$ cat src/rtl/waveform_defs.sv
// Shared definitions for the waveform generator / period meter pair:
// default counter width, meter FSM encodings and the SILENT code.
package waveform_defs;

  localparam int DefaultNumberOfBits = 20;

  // HalfPeriod code meaning "no tone"; the generator treats it the same way
  localparam int SILENT = 0;

  typedef enum logic {
    ACQUIRE = 1'b0,
    MEASURE = 1'b1
  } meter_state_t;

endpackage

$ cat src/rtl/waveform_edge_detect.sv
// Input register plus previous-level register; flags any level change.
// Define WAVEFORM_METER_SYNC_EN to add a 2-flop synchronizer in front.
module waveform_edge_detect (
  input  logic Clock,
  input  logic Reset,
  input  logic Waveform,
  output logic Edge,
  output logic Level
);

  logic level_q;
  logic prev_q;

`ifdef WAVEFORM_METER_SYNC_EN
  logic meta_q;

  always_ff @(posedge Clock or negedge Reset) begin
    if (!Reset) begin
      meta_q  <= 1'b0;
      level_q <= 1'b0;
    end else begin
      meta_q  <= Waveform;
      level_q <= meta_q;
    end
  end
`else
  always_ff @(posedge Clock or negedge Reset) begin
    if (!Reset) begin
      level_q <= 1'b0;
    end else begin
      level_q <= Waveform;
    end
  end
`endif

  // prev resets low so an input already high at reset release looks like a rising edge
  always_ff @(posedge Clock or negedge Reset) begin
    if (!Reset) begin
      prev_q <= 1'b0;
    end else begin
      prev_q <= level_q;
    end
  end

  assign Edge  = level_q ^ prev_q;
  assign Level = level_q;

endmodule

$ cat src/rtl/waveform_period_meter.sv
// Half-period meter: reports clocks-between-edges minus one, 0 on timeout.
// Build option WAVEFORM_METER_SYNC_EN (in waveform_edge_detect) adds one clock of latency.
//
// state   | meaning
// ACQUIRE | waiting for an arming edge, no measurement in progress
// MEASURE | counting clocks since the last edge
module waveform_period_meter
  import waveform_defs::*;
#(
  parameter int NumberOfBits = DefaultNumberOfBits,
  parameter int Tolerance    = 0
) (
  input  logic                    Clock,
  input  logic                    Reset,
  input  logic                    Waveform,
  output logic [NumberOfBits-1:0] HalfPeriod,
  output logic                    HalfPeriodValid,
  output logic                    Timeout,
  output logic                    Stable
);

  localparam int CW = NumberOfBits + 1;
  localparam logic [CW-1:0] CountLimit = {1'b1, {NumberOfBits{1'b0}}};
  localparam logic [CW-1:0] CountOne   = {{NumberOfBits{1'b0}}, 1'b1};
  localparam logic [NumberOfBits-1:0] TolVal = NumberOfBits'(Tolerance);

  logic wave_edge;
  logic wave_level;

  waveform_edge_detect u_edge (
    .Clock    (Clock),
    .Reset    (Reset),
    .Waveform (Waveform),
    .Edge     (wave_edge),
    .Level    (wave_level)
  );

  meter_state_t            state_q, state_d;
  logic [CW-1:0]           cnt_q, cnt_d;
  logic [NumberOfBits-1:0] prev_q, prev_d;
  logic                    have_prev_q, have_prev_d;
  logic [NumberOfBits-1:0] half_d;
  logic                    valid_d, timeout_d, stable_d;
  logic [NumberOfBits-1:0] meas, diff;

  // cnt holds D at the edge; D=1 reports 1 because 0 means silent
  assign meas = (cnt_q <= CountOne) ? NumberOfBits'(1) : NumberOfBits'(cnt_q - CountOne);
  assign diff = (meas >= prev_q) ? (meas - prev_q) : (prev_q - meas);

  always_comb begin
    state_d     = state_q;
    cnt_d       = cnt_q;
    prev_d      = prev_q;
    have_prev_d = have_prev_q;
    half_d      = HalfPeriod;
    valid_d     = 1'b0;
    timeout_d   = Timeout;
    stable_d    = Stable;
    if (cnt_q != CountLimit) cnt_d = cnt_q + CountOne;
    case (state_q)
      ACQUIRE: begin
        if (wave_edge) begin
          cnt_d       = CountOne;
          have_prev_d = 1'b0;
          state_d     = MEASURE;
        end
      end
      MEASURE: begin
        // an edge landing on the timeout cycle is still a valid measurement
        if (wave_edge) begin
          half_d      = meas;
          valid_d     = 1'b1;
          timeout_d   = 1'b0;
          stable_d    = have_prev_q && (diff <= TolVal);
          prev_d      = meas;
          have_prev_d = 1'b1;
          cnt_d       = CountOne;
        end else if (cnt_q == CountLimit) begin
          half_d      = NumberOfBits'(SILENT);
          valid_d     = 1'b1;
          timeout_d   = 1'b1;
          stable_d    = 1'b0;
          have_prev_d = 1'b0;
          state_d     = ACQUIRE;
        end
      end
    endcase
  end

  always_ff @(posedge Clock or negedge Reset) begin
    if (!Reset) begin
      state_q         <= ACQUIRE;
      cnt_q           <= '0;
      prev_q          <= '0;
      have_prev_q     <= 1'b0;
      HalfPeriod      <= '0;
      HalfPeriodValid <= 1'b0;
      Timeout         <= 1'b0;
      Stable          <= 1'b0;
    end else begin
      state_q         <= state_d;
      cnt_q           <= cnt_d;
      prev_q          <= prev_d;
      have_prev_q     <= have_prev_d;
      HalfPeriod      <= half_d;
      HalfPeriodValid <= valid_d;
      Timeout         <= timeout_d;
      Stable          <= stable_d;
    end
  end

endmodule

$ cat config.mk
export PLATFORM = sky130hd
export DESIGN_NAME = waveform_period_meter
export DESIGN_NICKNAME = d
export VERILOG_FILES = /design/src/rtl/waveform_defs.sv /design/src/rtl/waveform_edge_detect.sv /design/src/rtl/waveform_period_meter.sv
export SDC_FILE = /design/constraint.sdc
export NUM_CORES = 1
export LEC_CHECK = 0
export ABC_AREA = 1
export CAP_MARGIN = 20
export CORE_MARGIN = 1
export CORE_UTILIZATION = 53
export DETAILED_ROUTE_END_ITERATION = 16
export GPL_TIMING_DRIVEN = 1
export PLACE_DENSITY = 0.76
export SLEW_MARGIN = 5
export SYNTH_ARGS = -nofsm -noshare
export SYNTH_HDL_FRONTEND = slang
export SYNTH_SLANG_ARGS = --single-unit
$ cat constraint.sdc
create_clock -name Clock -period 4.8 [get_ports Clock]
set_input_delay 0.48 -clock Clock [delete_from_list [all_inputs] [get_ports Clock]]
set_output_delay 0.48 -clock Clock [all_outputs]
set_load 0.1 [all_outputs]
==> flow_metrics.tcl, run 1 <==
set metrics [dict create \
    skew_ns 0.01077 \
    first_pass_iters 5 \
    grt_max_degree 69 \
    yosys-top-cells-count "nand2_1, inv_1, nor2_1" \
    netlist_area_mm2 0.005966 \
    clock_sinks 68 \
    p_leak_nw 3.646 \
    wl_per_cell_um 13.42 \
    drive_gt1_frac 0.05438 \
    tns_ns 0 \
    holdBufCountCts 0 \
    final_cell_area_mm2 0.006534 \
    synth_top_flop_cell "dfrtp_1" \
    setup_violations 0 \
    synth_fp_nets 1014 \
    cp_num_buf_inv 3 \
    antenna_cells 0 \
    antenna_found_initial 0 \
    timing.fmax_ghz 0.2353 \
    cts_resized 0 \
    die_h_um 108.1 \
    ant_nets 0 \
    slew_viol_final 0 \
    h-tree-depth 3 \
    cts_made_buffers 9 \
    r2r_cells 22 \
    post-route-drc-count 0 \
    yosysSeqAreaShare 0.2852 \
    clkTransAtPathRegs_ns 0.08 \
    cts_root_buffer "clkbuf_8" \
    outcome "finished clean" \
    tritoncts "built" \
    dp_slack_ns 0.6488 \
    grt_overflow_total 0 \
    detail_route.vias_per_cell 5.173 \
    die_width_um 108.1 \
    rsz0062_at_grt "no" \
    place_congestion 0.9501 \
    detail_route.wirelength_um 15210 \
    hold_viol 0 \
    cts.path.max_buffers 2 \
    fin_hold_ws_ns 0.3170 \
    yosys.area_share.simple 0.3840 \
    slew_headroom 0.3262 \
    crit_slowest_cell "dfrtp_1" \
    synth_xor_area_frac 0.02349 \
    postCtsSetupBuffers 0 \
    row_count 38 \
    synth-compound-area-share 0.09228 \
    arrival_ns 4.54 \
    synth_seq_cells 68 \
    min_period_ns 4.249 \
    yosys.area.top_type_share 0.2852 \
    timing.rr.start "cnt_q[13]" \
    pwr_density_cell_mw_per_mm2 662.0 \
    port_buffers 25 \
    synth.mux.area_fraction 0 \
    r2r_slack_ns 0.55 \
    pin_count 26 \
    num_vias 5861 \
    syn_inst 968 \
    dieArea_mm2 0.01168 \
    crit_chain "nor2_1 -> nand3_1 -> nor3_2 -> nand4_1 -> nand2_1 -> inv_1 -> nand3_1 -> inv_1 -> ha_1 -> nand2_1 -> inv_1 -> nand2_1 -> nand2_1 -> a21oi_1 -> nand2_2 -> a21oi_2 -> nand2_1 -> a21oi_1 -> nand3_1 -> nor2_1 -> nand2_1 -> nand2_1" \
    first_iter_violations 261 \
    dp.cells 1118 \
    synth_area_per_cell_um2 6.163 \
    synth_edf_count 0 \
    path_common_cell "nand2_1" \
    clk_latency_ns 0.35 \
    synth_top_area_cell "dfrtp_1" \
    final-instance-count-excl-fill 1133 \
    critPathLaunchType "register" \
    yosys_warnings 0 \
    drv_cap 0 \
    ys_async_sr_fraction 1.000 \
    synth_fa_ha_area_frac 0.09018 \
    fin_ws_ns 0.5505 \
    synth_most_common_cell "nand2_1" \
    hold_class "input pin to async pin" \
    cpLargestDelayFamily "simple AND/OR/NAND/NOR gates" \
    grt_pass1_vias 5650 \
    final_nets 1035 \
    criticalPathCategory "register to register" \
    synth_top_family_by_area "simple AND/OR/NAND/NOR gates" \
    syn_to_final_growth_pct 9.522 \
    synth_cell_types 36 \
    ir_worst_vdd_mv 0.3632 \
    cp.required_ns 5.09 \
    p_total_mw 4.325 \
    fin_crit_sh 0.8853 \
    fin_util 0.6001 \
    worstMarginPinSlew_ns 1.008 \
    crit_fanout 16 \
    dp_hpwl_um 12290 \
    n_fill_cell 1114 \
    grt_pass1_wl_um 25910 \
    track_usage 0.2863 \
    dpl_cell_area_mm2 0.006320 \
    synth_area_leaders "dfrtp_1, nand2_1, inv_1, ha_1, nor2_1" \
    critPathCaptureType "register" \
    start_util 0.5479 \
    rr_endpoint "Stable" \
    core_area_mm2 0.01089 \
    critical_path.max_stage_delay_ns 0.46 \
]
-- cells in the final DEF, fill, tap and decap left out, types with 9 or more instances in the layout --
cell type	netlist	layout
nand3_1	58	58
a21oi_1	48	48
o21ai_0	41	41
nand2_1	332	332
nor2_1	101	100
xor2_1	15	15
clkbuf_8	0	9
nor3_1	15	15
clkdlybuf4s50_1	0	24
nand4_1	9	9
dfrtp_1	68	68
ha_1	43	43
inv_1	167	167
-- where the power goes --
group	internal [mW]	switching (mW)	total, mW
logic	0.920	2.19	3.11
registers	0.654	0.0492	0.704
clock network	0.290	0.222	0.513
total	1.86	2.46	4.33
-- registers in the layout, indices dropped and copies added (netlist names) --
name,count
state_q,1
HalfPeriod,20
prev_q,20
u_edge.prev_q,1
Stable,1
HalfPeriodValid,1
cnt_q,21
u_edge.Level,1
have_prev_q,1
Timeout,1
-- worst max path at each step --
stage / startpoint / endpoint / slack (ns) / depth (start not counted)
2_1_floorplan: cnt_q[0] / Stable / 1.55 / 28
3_3_place_gp: cnt_q[0] / Stable / 0.65 / 24
3_5_place_dp: cnt_q[13] / Stable / 0.65 / 21
4_1_cts: cnt_q[13] / Stable / 0.60 / 21
5_1_grt: cnt_q[13] / Stable / 0.1 / 24
6_report: cnt_q[13] / Stable / 0.55 / 22
-- worst register-to-register path, cell delays in order, from the launching register on --
cell and delay, ns:
dfrtp_1 0.46, nor2_1 0.25, nand3_1 0.17, nor3_2 0.26, nand4_1 0.13, nand2_1 0.43, inv_1 0.22, nand3_1 0.16
inv_1 0.07, ha_1 0.37, nand2_1 0.16, inv_1 0.05, nand2_1 0.06, nand2_1 0.05, a21oi_1 0.23, nand2_2 0.10
a21oi_2 0.41, nand2_1 0.12, a21oi_1 0.20, nand3_1 0.09, nor2_1 0.12, nand2_1 0.06, nand2_1 0.05
-- routing by layer --
| layer | vias up | GRT usage | wire, um |
|---|---|---|---|
| met5 | - | 0 | 0 |
| met1 | 2648 | 0.3683 | 7027 |
| li1 | 3031 | - | - |
| met2 | 137 | 0.4645 | 6881 |
| met4 | 0 | 0.1419 | 596 |
| met3 | 45 | 0.04822 | 704 |
-- cells by family after synthesis --
family                     after synthesis
xor gates and xnor gates                16
DFF                                     68
buffers and inverters                  192
and+or+nand+nor                        547
adders and majority gates               43
AOI/OAI and AO/OA                      102
-- layout make-up --
class | instances | area (um^2) | share of cell area
multi-input cells | 708 | 3522 | 0.5391
clock buffers | 9 | 123.9 | 0.01896
clock inverters | 6 | 90.09 | 0.01379
inverters | 174 | 653.1 | 0.09996
repair buffers | 28 | 267.8 | 0.04098
flip-flops and latches | 68 | 1702 | 0.2604
well taps | 140 | 175.2 | 0.02681
(Power assumes the default switching activity.)
==> run 2, diff against run 1 <==
--- a/config.mk
+++ b/config.mk
@@ -7,7 +7,7 @@
 export LEC_CHECK = 0
 export ABC_AREA = 1
 export CAP_MARGIN = 20
-export CORE_MARGIN = 1
+export CORE_MARGIN = 2
 export CORE_UTILIZATION = 53
 export DETAILED_ROUTE_END_ITERATION = 16
 export GPL_TIMING_DRIVEN = 1
==> run 2 against run 1 <==
Effect of this change: setup slack got worse by 0.018 ns; register-to-register slack lost 0.02 ns; core utilization rose by 0.40 points; design area increased by 0.67%; non-clock buffer count is the same; total power increased by 1.5%; via count fell by 0.34%; routed wire length up 0.47%; first-iteration DRC count increased by 31%; sequential cell count is the same; critical path depth rose by 4; global-route usage decreased by 1.3 points; largest cell class unchanged; highest routed layer unchanged.
==> flow_metrics.tcl, run 2 (synthesis gave the netlist of run 1 again) <==
set metrics [dict create \
    outcome "finished clean" \
    cts.path.max_buffers 2 \
    final_nets 1035 \
    final_common_cell "nand2_1" \
    grt_overflow_total 0 \
    dieArea_mm2 0.01212 \
    tns_ns 0 \
    criticalPathCategory "register to register" \
    tritoncts "built" \
    drive_gt1_frac 0.05533 \
    grt_pass1_vias 5642 \
    dp_hpwl_um 12120 \
    hold_class "input pin to async pin" \
    place_congestion 0.9638 \
    largest_reg_flops 21 \
    cts_resized 0 \
    top_register "cnt_q" \
    crit_fanout 11 \
    dp.cells 1118 \
    ant_nets 0 \
    timing.fmax_ghz 0.2344 \
    detail_route.vias_per_cell 5.151 \
    pwr_density_cell_mw_per_mm2 667.4 \
    antenna_cells 0 \
    die_width_um 110.1 \
    row_count 38 \
    setup_violations 0 \
    die_h_um 110.1 \
    worstMarginPinSlew_ns 1.013 \
    first_pass_iters 5 \
    layout_common_cells "nand2_1, inv_1, nor2_1" \
    fin_crit_sh 0.8890 \
    ir_worst_vdd_mv 0.4062 \
    p_leak_nw 3.667 \
    min_period_ns 4.267 \
    rsz0062_at_grt "no" \
    cp.required_ns 5.10 \
    slew_headroom 0.3226 \
    fin_ws_ns 0.5330 \
    postCtsSetupBuffers 0 \
    final-instance-count-excl-fill 1134 \
    first_iter_violations 341 \
    grt_max_degree 69 \
    cts_made_buffers 9 \
    detail_route.wirelength_um 15280 \
    critPathLaunchType "register" \
    drv_cap 0 \
    arrival_ns 4.57 \
    skew_ns 0.01411 \
    r2r_cells 26 \
    clkTransAtPathRegs_ns 0.08 \
    clock_sinks 68 \
    syn_to_final_growth_pct 10.26 \
    critPathCaptureType "register" \
    n_fill_cell 1058 \
    antenna_found_initial 0 \
    grt_pass1_wl_um 25660 \
    cts_root_buffer "clkbuf_8" \
    port_buffers 25 \
    dp_slack_ns 0.6550 \
    hold_viol 0 \
    track_usage 0.2732 \
    slew_viol_final 0 \
    clk_latency_ns 0.36 \
    pin_count 26 \
    holdBufCountCts 0 \
    reg.largest.list "cnt_q (21), HalfPeriod (20), prev_q (20)" \
    post-route-drc-count 0 \
    num_vias 5841 \
    core_area_mm2 0.01089 \
    wl_per_cell_um 13.48 \
    h-tree-depth 3 \
    start_util 0.5479 \
]
-- run 2: cell types whose count changed in the layout (fill, tap and decap cells not counted) --
cell       previous run  this run
clkinv_2              1         0
inv_6                 0         1
clkbuf_8              9        11
bufinv_16             2         3
clkinv_4              2         0
-- run 2: critical path, stage by stage, from the launching register on --
cell and delay [ns]:
dfrtp_1 0.43, inv_1 0.19, ha_1 0.31, inv_1 0.09
nor2_1 0.18, inv_1 0.10, nor2_2 0.27, nand4_1 0.18
o21ai_0 0.22, nand3_1 0.17, inv_1 0.12, ha_1 0.30
nand2_1 0.16, inv_1 0.06, nand2_1 0.06, nand2_1 0.05
a21oi_1 0.20, nand2_2 0.10, a21oi_2 0.42, nand3_1 0.15
nand2_1 0.10, nand2_1 0.05, nor2_1 0.08, nand2_1 0.06
nor2_1 0.08, nand2_1 0.05, nand2_1 0.05
-- run 2: power breakdown --
part	total (mW)	internal [mW]	switching (mW)
Sequential	0.702	0.654	0.0480
Combinational	3.08	0.919	2.16
Clock	0.608	0.375	0.233
-- run 2: worst paths after layout --
path,startpoint,endpoint,slack (ns)
max,cnt_q[0],Stable,0.53
max in group asynchronous,Reset,HalfPeriod[10],3.94
min,Reset,HalfPeriod[6],0.30
max reg2reg,cnt_q[0],Stable,0.53
min reg2reg,u_edge.Level,u_edge.prev_q,0.41
min in group Clock,u_edge.Level,u_edge.prev_q,0.41
-- run 2: layout make-up --
type | count | area, um^2 | share of cell area
multi-input cells | 708 | 3522 | 0.5355
flip-flops and latches | 68 | 1702 | 0.2587
clock inverters | 5 | 106.4 | 0.01617
well taps | 140 | 175.2 | 0.02663
repair buffers | 28 | 267.8 | 0.04071
inverters | 174 | 653.1 | 0.09930
clock buffers | 11 | 151.4 | 0.02302
-- run 2: routing by layer --
layer | part of all wire | GRT usage | vias to the layer above
li1 | - | - | 3034
met1 | 0.47 | 0.3569 | 2619
met2 | 0.45 | 0.4404 | 149
met3 | 0.050 | 0.04056 | 39
met4 | 0.035 | 0.1384 | 0
met5 | 0 | 0 | -
-- run 2: stage by stage --
stage	power, mW	instance area [um^2]	hold WS (ns)	utilization
CTS	4.357	6578	0.3390	0.6041
detailed placement	3.736	6320	0.3869	0.5804
global placement	3.738	6320	0.3827	0.5804
finish	4.390	6578	0.2990	0.6041
floorplan	3.119	5966	0.1844	-
global route	4.823	6578	0.3921	0.6041
==> run 3, diff against run 2 <==
--- a/config.mk
+++ b/config.mk
@@ -5,14 +5,14 @@
 export SDC_FILE = /design/constraint.sdc
 export NUM_CORES = 1
 export LEC_CHECK = 0
-export ABC_AREA = 1
 export CAP_MARGIN = 20
 export CORE_MARGIN = 2
 export CORE_UTILIZATION = 53
 export DETAILED_ROUTE_END_ITERATION = 16
 export GPL_TIMING_DRIVEN = 1
-export PLACE_DENSITY = 0.76
+export PLACE_DENSITY = 0.77
 export SLEW_MARGIN = 5
 export SYNTH_ARGS = -nofsm -noshare
 export SYNTH_HDL_FRONTEND = slang
 export SYNTH_SLANG_ARGS = --single-unit
+export TNS_END_PERCENT = 30
==> run 3 against run 2 <==
Effect of this change: the run now ends with negative setup slack left; register-to-register slack got worse by 0.79 ns; sequential share of layout area shrank 0.61 points; design area up 2.4%; largest power group unchanged; combinational power about the same.
==> flow_metrics.tcl, run 3 <==
set metrics [dict create \
    outcome "complete, but fails checks" \
    violations "negative setup slack" \
    fin_crit_sh 1.054 \
    grt_max_degree 69 \
    synth_seq_cells 68 \
    cts_root_buffer "clkbuf_8" \
    synth_top_flop_cell "dfrtp_1" \
    r2r_cells 18 \
    ant_nets 0 \
    r2r_slack_ns -0.26 \
    clock_sinks 68 \
    min_period_ns 5.057 \
    detail_route.wirelength_um 14750 \
    top_register "cnt_q" \
    tns_ns -0.2572 \
    port_buffers 25 \
    timing.rr.start "cnt_q[11]" \
    tritoncts "built" \
    ys_async_sr_fraction 1.000 \
    synth_area_leaders "dfrtp_1, ha_1, nand2_1, o21ai_0, a21oi_1" \
    layout_common_cells "buf_4, nand2_1, dfrtp_1" \
    pin_count 26 \
    track_usage 0.2991 \
    synth_area_per_cell_um2 8.048 \
    synth_fp_nets 678 \
    start_util 0.5478 \
    yosys.area.top_type_share 0.3346 \
    slew_headroom 0.3316 \
    cp.required_ns 5.09 \
    antenna_found_initial 0 \
    grt_pass1_vias 4869 \
    wl_per_cell_um 16.50 \
    timing.fmax_ghz 0.1977 \
    reg.largest.list "cnt_q (21), HalfPeriod (20), prev_q (20)" \
    final_nets 806 \
    netlist_area_mm2 0.005086 \
    hold_class "input pin to async pin" \
    cts.path.max_buffers 2 \
    rr_endpoint "Stable" \
    place_congestion 0.9117 \
    first_pass_iters 5 \
    detail_route.vias_per_cell 5.539 \
    synth_most_common_cell "nand2_1" \
    slew_viol_final 0 \
    setup_violations 1 \
    die_width_um 102.0 \
    h-tree-depth 3 \
    rsz0062_at_grt "yes" \
    skew_ns 0.009758 \
    first_iter_violations 288 \
    setup.worst_path.end "Stable" \
    row_count 35 \
    die_h_um 102.0 \
    worstMarginPinSlew_ns 0.9994 \
    crit_fanout 7 \
    yosysSeqAreaShare 0.3346 \
    critPathCaptureType "register" \
    hold_viol 0 \
    grt_overflow_total 0 \
    dp_hpwl_um 11080 \
    pwr_density_cell_mw_per_mm2 635.3 \
    antenna_cells 0 \
    critPathLaunchType "register" \
    cts_made_buffers 9 \
    drive_gt1_frac 0.2471 \
    yosys_warnings 0 \
    p_leak_nw 3.227 \
    syn_to_final_growth_pct 32.42 \
    ir_worst_vdd_mv 0.2571 \
    core_area_mm2 0.009284 \
    grt_pass1_wl_um 24070 \
    final_common_cell "buf_4" \
    p_total_mw 4.279 \
    syn_inst 632 \
    post-route-drc-count 0 \
    drv_cap 0 \
    synth_cell_types 63 \
    fin_util 0.7255 \
    synth_top_area_cell "dfrtp_1" \
    criticalPathCategory "register to register" \
    arrival_ns 5.35 \
    fin_ws_ns -0.2572 \
    clkTransAtPathRegs_ns 0.08 \
    largest_reg_flops 21 \
    clk_latency_ns 0.35 \
    synth_edf_count 0 \
    crit_start "cnt_q[11]" \
    num_vias 4952 \
    dieArea_mm2 0.01040 \
    yosys-top-cells-count "nand2_1, dfrtp_1, nor2_1" \
]
==> run 3: cell types whose count changed after synthesis, moves of 14 or more <==
cell and delta:
xnor2_1 +14, inv_1 -118, nand2_1 -234, nand3_1 -48, nor2_1 -49, clkbuf_1 +21
==> run 3: critical path, stage by stage, from the launching register on <==
cell      delay, ns
dfrtp_1        0.38
or3_1          0.39
or4_4          0.43
or4_4          0.44
or3_4          0.40
a21oi_4        0.23
buf_6          0.14
buf_12         0.11
nor2_1         0.09
ha_2           0.41
buf_4          0.16
and4_1         0.25
nand3_1        0.09
a311oi_1       0.49
o21ai_0        0.21
a211oi_2       0.24
nand2b_1       0.09
a311o_1        0.35
o21ai_1        0.11
==> run 3: metrics by stage <==
stage / setup WS, ns / hold slack, ns / instance area (um^2) / cells
floorplan: -0.1900 / 0.1844 / 5161 / 632
global placement: -0.3159 / 0.3799 / 6310 / 872
detailed placement: -0.4210 / 0.3998 / 6310 / 872
CTS: -0.1626 / 0.3499 / 6665 / 894
global route: -0.4227 / 0.4332 / 6735 / 894
finish: -0.2572 / 0.3316 / 6735 / 894
==> run 3: cell families after synthesis <==
kind of cell,after synthesis,share of synthesized area
muxes,10,0.02066
AOI/OAI and AO/OA,153,0.1875
buffers and inverters,81,0.06224
adders and majority gates,43,0.1058
xor gates and xnor gates,38,0.06544
and+or+nand+nor,239,0.2239
DFF,68,0.3346
==> run 3: per-layer routing <==
layer / global-route usage / up-vias / wire length [um]
li1: - / 2433 / -
met1: 0.3945 / 2363 / 6570
met2: 0.5127 / 129 / 7242
met3: 0.03488 / 27 / 560
met4: 0.1005 / 0 / 376
met5: 0 / - / 0
==> run 3: worst min path at each step <==
| stage | start | end | slack, ns |
|---|---|---|---|
| 2_1_floorplan | Reset | HalfPeriodValid | 0.18 |
| 3_3_place_gp | u_edge.Level | u_edge.prev_q | 0.38 |
| 3_5_place_dp | u_edge.Level | u_edge.prev_q | 0.40 |
| 4_1_cts | Reset | prev_q[5] | 0.35 |
| 5_1_grt | Reset | prev_q[5] | 0.43 |
| 6_report | Reset | cnt_q[3] | 0.33 |
==> run 3: area by class of cell <==
| class | instances | area [um^2] |
|---|---|---|
| multi-input cells | 483 | 3283 |
| fillers | 722 | 2549 |
| flip-flops and latches | 68 | 1702 |
| repair buffers | 148 | 1209 |
| inverters | 50 | 187.7 |
| well taps | 129 | 161.4 |
| clock buffers | 10 | 127.6 |
| clock inverters | 6 | 65.06 |
==> run 3: repair_timing <==
item                       4_1_cts  5_1_grt
hold buffers                     0        0
pin swaps                       19        8
gates resized for setup         24       13
buffers inserted                 7        0
setup endpoints to repair        1        1
==> run 3: power by group <==
group | switching [mW] | internal, mW | total [mW]
combinational | 1.71 | 1.39 | 3.10
clock | 0.242 | 0.240 | 0.483
sequential | 0.0471 | 0.651 | 0.698
total | 1.99 | 2.28 | 4.28
